--- config.mk ---
export PLATFORM = sky130hd
export DESIGN_NAME = cpu_mem_bridge
export DESIGN_NICKNAME = d
export VERILOG_FILES = /design/src/rtl/cpu_mem_bridge.sv
export SDC_FILE = /design/constraint.sdc
export NUM_CORES = 1
export LEC_CHECK = 0
export ABC_AREA = 1
export BUFFER_PORTS_ARGS = -buffer_cell sky130_fd_sc_hd__buf_2
export CAP_MARGIN = 20
export CORE_UTILIZATION = 45
export DETAILED_ROUTE_END_ITERATION = 12
export PLACE_DENSITY_LB_ADDON = 0.15
export SETUP_SLACK_MARGIN = 0.05
export SKIP_CTS_REPAIR_TIMING = 1
export SKIP_LAST_GASP = 1
export SYNTH_ARGS = -nofsm -noshare
export SYNTH_HDL_FRONTEND = slang
export SYNTH_SLANG_ARGS = --single-unit
--- constraint.sdc ---
create_clock -name clk -period 1.8 [get_ports clk]
set_clock_uncertainty 0.15 [all_clocks]
set_input_delay 0.18 -clock clk [delete_from_list [all_inputs] [get_ports clk]]
set_output_delay 0.18 -clock clk [all_outputs]
set_load 0.02 [all_outputs]
--- src/rtl/cpu_mem_bridge.sv ---
// cpu_mem_bridge: bus stage behind the 65CE02 core. Captures the core's
// look-ahead bus outputs and steers each access either to on-chip fast memory
// (1-cycle synchronous read) or to a slow external region reached over a
// level req/ack handshake with minimum wait states and a timeout.
module cpu_mem_bridge #(
    parameter logic [15:0] SLOW_BASE   = 16'hD000,
    parameter logic [15:0] SLOW_MASK   = 16'hF000,
    parameter int unsigned WAIT_STATES = 2,
    parameter int unsigned TIMEOUT     = 255
) (
    input  logic        clk,
    input  logic        reset,
    input  logic [15:0] cpu_address_next,
    input  logic        cpu_write_next,
    input  logic [7:0]  cpu_data_o_next,
    output logic        cpu_ready,
    output logic [7:0]  cpu_data_i,
    output logic [15:0] fm_addr,
    output logic        fm_we,
    output logic [7:0]  fm_wdata,
    input  logic [7:0]  fm_rdata,
    output logic        sb_req,
    output logic        sb_we,
    output logic [15:0] sb_addr,
    output logic [7:0]  sb_wdata,
    input  logic [7:0]  sb_rdata,
    input  logic        sb_ack,
    output logic        bus_timeout
);

    typedef enum logic [1:0] {
        S_IDLE = 2'd0,
        S_WAIT = 2'd1,
        S_DONE = 2'd2
    } state_t;

    localparam logic [3:0] WCNT_INIT = 4'(WAIT_STATES);
    localparam logic [7:0] TCNT_LAST = 8'(TIMEOUT - 1);

    state_t      state;
    state_t      state_next;

    logic [3:0]  wcnt;
    logic [3:0]  wcnt_next;
    logic [7:0]  tcnt;
    logic [7:0]  tcnt_next;
    logic        ack_clear;
    logic        ack_clear_next;
    logic [7:0]  rd_latch;
    logic [7:0]  rd_latch_next;
    logic        txn_slow;
    logic        txn_slow_next;
    logic        sb_req_next;
    logic        sb_we_next;
    logic [15:0] sb_addr_next;
    logic [7:0]  sb_wdata_next;
    logic        bus_timeout_next;

    logic        next_slow;
    logic        ack_accept;
    logic        timeout_hit;

    // Address decode of the look-ahead address: does the coming cycle target the slow region?
    always_comb begin
        next_slow = ((cpu_address_next & SLOW_MASK) == SLOW_BASE);
    end

    // Core-facing outputs and fast-memory port; ready depends on registered state only.
    always_comb begin
        cpu_ready  = (state != S_WAIT);
        cpu_data_i = ((state == S_DONE) && txn_slow) ? rd_latch : fm_rdata;
        fm_addr    = cpu_address_next;
        fm_wdata   = cpu_data_o_next;
        fm_we      = cpu_write_next & cpu_ready & ~next_slow;
    end

    // Next-state and next-register logic for the capture / wait / done sequence.
    always_comb begin
        state_next       = state;
        wcnt_next        = wcnt;
        tcnt_next        = tcnt;
        ack_clear_next   = ack_clear;
        rd_latch_next    = rd_latch;
        txn_slow_next    = txn_slow;
        sb_req_next      = sb_req;
        sb_we_next       = sb_we;
        sb_addr_next     = sb_addr;
        sb_wdata_next    = sb_wdata;
        bus_timeout_next = 1'b0;
        ack_accept       = 1'b0;
        timeout_hit      = 1'b0;

        case (state)
            S_IDLE, S_DONE: begin
                txn_slow_next = next_slow;
                if (next_slow) begin
                    state_next     = S_WAIT;
                    sb_req_next    = 1'b1;
                    sb_we_next     = cpu_write_next;
                    sb_addr_next   = cpu_address_next;
                    sb_wdata_next  = cpu_data_o_next;
                    wcnt_next      = WCNT_INIT;
                    tcnt_next      = 8'd0;
                    ack_clear_next = ~sb_ack;
                end else begin
                    state_next = S_IDLE;
                end
            end

            S_WAIT: begin
                ack_accept  = sb_ack & ack_clear & (wcnt == 4'd0);
                timeout_hit = (tcnt == TCNT_LAST);
                if (ack_accept) begin
                    rd_latch_next = sb_rdata;
                    sb_req_next   = 1'b0;
                    state_next    = S_DONE;
                end else if (timeout_hit) begin
                    rd_latch_next    = 8'hFF;
                    sb_req_next      = 1'b0;
                    state_next       = S_DONE;
                    bus_timeout_next = 1'b1;
                end else begin
                    tcnt_next = tcnt + 8'd1;
                    if (!ack_clear && sb_ack) begin
                        wcnt_next = (wcnt > 4'd1) ? (wcnt - 4'd1) : 4'd1;
                    end else begin
                        wcnt_next = (wcnt != 4'd0) ? (wcnt - 4'd1) : 4'd0;
                    end
                    if (!sb_ack) begin
                        ack_clear_next = 1'b1;
                    end
                end
            end

            default: begin
                state_next = S_IDLE;
            end
        endcase
    end

    // State register; reset abandons any outstanding slow transaction.
    always_ff @(posedge clk or negedge reset) begin
        if (!reset) begin
            state <= S_IDLE;
        end else begin
            state <= state_next;
        end
    end

    // Handshake, counter and data registers.
    always_ff @(posedge clk or negedge reset) begin
        if (!reset) begin
            wcnt        <= 4'd0;
            tcnt        <= 8'd0;
            ack_clear   <= 1'b0;
            rd_latch    <= 8'd0;
            txn_slow    <= 1'b0;
            sb_req      <= 1'b0;
            sb_we       <= 1'b0;
            sb_addr     <= 16'd0;
            sb_wdata    <= 8'd0;
            bus_timeout <= 1'b0;
        end else begin
            wcnt        <= wcnt_next;
            tcnt        <= tcnt_next;
            ack_clear   <= ack_clear_next;
            rd_latch    <= rd_latch_next;
            txn_slow    <= txn_slow_next;
            sb_req      <= sb_req_next;
            sb_we       <= sb_we_next;
            sb_addr     <= sb_addr_next;
            sb_wdata    <= sb_wdata_next;
            bus_timeout <= bus_timeout_next;
        end
    end

endmodule

==> results_dict.tcl <==
set metrics [dict create \
    rows 27 \
    setup_tns_ps 0 \
    synth_ff_type "dfrtp_1" \
    diodes 0 \
    start_kind "flip-flop" \
    rsz0062_at_grt "false" \
    max_stage_delay_ps 400 \
    hold_viol 4 \
    mostFrequentLayoutCell "nand2_1" \
    post_drt_wl_per_cell_um 11.5 \
    globalplace.congestion 0.783 \
    leakage_uw 0.00189 \
    finalCritPeriodShare_pct 93.9 \
    clk_pin_slew_ps 90 \
    ff2ff_setup_slack_ps 190 \
    cts.path.max_buffers 2 \
    power_density_mw_per_mm2 1190 \
    grt_pass1_vias 2065 \
    synthDistinctLibCells 28 \
    multiInputGateArea_um2 967 \
    start_util_pct 46.8 \
    coreArea_mm2 0.00551 \
    synth_area_mm2 0.00258 \
    path_max_fanout 16 \
    holdWs_ps -10.1 \
    setup-violations-final 0 \
    slew_headroom_pct 66.1 \
    syn_nets 360 \
    synthTopCellsByArea "dfrtp_1 (50%), nand2_1 (17%), buf_4 (7.0%)" \
    postRouteAntennaNets 0 \
    nets 474 \
    crit_required_ps 1470 \
    via_count 2303 \
    dr.pass1.iters 4 \
    antenna_found_initial 0 \
    seqCellArea_mm2 0.00128 \
    maxSlewViolCount 0 \
    fin_ws_ps 110 \
    max_cap_violations 0 \
    drtIter0Drc 111 \
    fillers 480 \
    dpl.hpwl_mm 3.97 \
    arrival_ps 1360 \
    port_buffers 104 \
    min-delay-path-class "in -> reg" \
    io_pins 105 \
    yosys.area.top_type_share_pct 49.5 \
    drive_gt1_share_pct 32.6 \
    fmax_mhz 592 \
    grt_pass1_wl_mm 9.31 \
    die_h_um 77.7 \
    synth-edff-count 0 \
    critPathCaptureType "primary output" \
    totalWireLength_mm 5.75 \
    cts.sinks 51 \
    avgSynthCellArea_um2 8.26 \
    critical_path_class "reg -> out" \
    postSynthCellCount 312 \
    viasPerCell 4.62 \
    die-area_mm2 0.00603 \
    grt.overflow.total 0 \
    power.total_uw 4070 \
    final_cell_mix "nand2_1 (114), buf_2 (104), dfrtp_1 (51)" \
    fin_cells 499 \
    dieWidth_um 77.7 \
    crit_path_top_delay_cell "dfrtp_1" \
    seq_area_frac_synth_pct 49.5 \
    cts_root_buffer "clkbuf_8" \
    placedCellCount 462 \
    grt_max_degree 27 \
    drc 0 \
    dp_worst_setup_slack_ps 149 \
    synth-async-reset-ratio_pct 100 \
    status "finished, violations left" \
    synth_top_cell_by_area "dfrtp_1" \
    worstPathCellList "inv_2 -> nand3_1 -> buf_6 -> o21ai_0 -> buf_2" \
    ir_drop_mv 0.703 \
    cts_buffers 5 \
    violations "hold timing" \
    cts_tree "yes" \
    yosysWarningCount 0 \
    ctsHtreeMaxLevel 2 \
    insertion_delay_ps 290 \
    fin_crit_ps 1690 \
    worst_pin_slew_ps 509 \
    grt.total_usage_pct 19.3 \
    ys_ff_latch 51 \
    synthToLayoutAreaGrowth_pct 32.3 \
]
## worst max-delay path, delay by kind of cell (launching register included)
kind,cells,cell delay (ps)
buffers and inverters,3,430
AO/OA/AOI/OAI,1,140
AND/OR/NAND/NOR,1,100
flip-flops,1,400
## Yosys cell counts (3+ instances only)
| cell | number |
|---|---|
| or2_2 | 3 |
| nand2_1 | 114 |
| o21ai_1 | 6 |
| dfrtp_1 | 51 |
| nand3_1 | 16 |
| o21ai_0 | 10 |
| nor2_1 | 10 |
| nor3_1 | 8 |
| a21oi_1 | 11 |
| ha_1 | 4 |
| buf_2 | 4 |
| inv_2 | 3 |
| buf_4 | 24 |
| inv_1 | 26 |
| clkbuf_1 | 3 |
## path summary, 6_finish.rpt
kind	start	to	cells past startpoint
worst max register to register	tcnt[0]$_DFFE_PN0P_	tcnt[7]$_DFFE_PN0P_	9
max in group asynchronous	reset	sb_addr[6]$_DFFE_PN0P_	3
min in group asynchronous	reset	rd_latch[5]$_DFFE_PN0P_	2
worst max-delay path	state[0]$_DFFE_PN0P_	cpu_data_i[4]	5
worst min-delay path	sb_rdata[3]	rd_latch[3]$_DFFE_PN0P_	3
worst min register to register	sb_addr[12]$_DFFE_PN0P_	sb_addr[12]$_DFFE_PN0P_	1
## per-layer routing
| layer | global-route usage [%] | wire [µm] | up-vias |
|---|---|---|---|
| li1 | - | - | 1175 |
| met1 | 25.4 | 2510 | 1050 |
| met2 | 32.3 | 2830 | 76 |
| met3 | 4.59 | 383 | 2 |
| met4 | 4.53 | 26 | 0 |
| met5 | 0 | 0 | - |
## power breakdown
part / switching (µW) / total, µW / leakage [µW] / internal, µW
combinational: 1040 / 1700 / 0.00122 / 653
clock: 348 / 663 / 0.0000484 / 315
sequential: 207 / 1710 / 0.000616 / 1500
total: 1600 / 4070 / 0.00189 / 2470
## logic make-up (layout without fill, tap and decap cells)
logic type | Yosys count | after routing | share of synthesized area [%]
AO/OA/AOI/OAI | 28 | 28 | 5.54
XOR/XNOR | 4 | 4 | 1.36
adder cells (fa/ha/maj) | 4 | 4 | 1.94
buffers and inverters | 61 | 176 | 13.0
flip-flops | 51 | 51 | 49.5
AND/OR/NAND/NOR | 164 | 164 | 28.6
## layout make-up
class | instances | share of cell area, %
repair buffers | 139 | 25.6
clock buffers | 7 | 2.53
inverters | 29 | 3.19
clock inverters | 1 | 0.257
flip-flops and latches | 51 | 37.4
multi-input cells | 200 | 28.4
well taps | 72 | 2.64
## per-stage QoR
stage,cell area [µm²],util (%)
after floorplan,2580,-
after global placement,3020,54.8
after detailed placement,3020,54.8
after CTS,3110,56.5
after global routing,3410,61.9
final,3410,61.9
## flip-flops by register name, indices dropped and copies added (netlist names)
name	cells
ack_clear	1
txn_slow	1
wcnt	4
tcnt	8
sb_req	1
rd_latch	8
sb_we	1
sb_addr	16
bus_timeout	1
state	2
sb_wdata	8
Power figures use the tool's default switching activity.
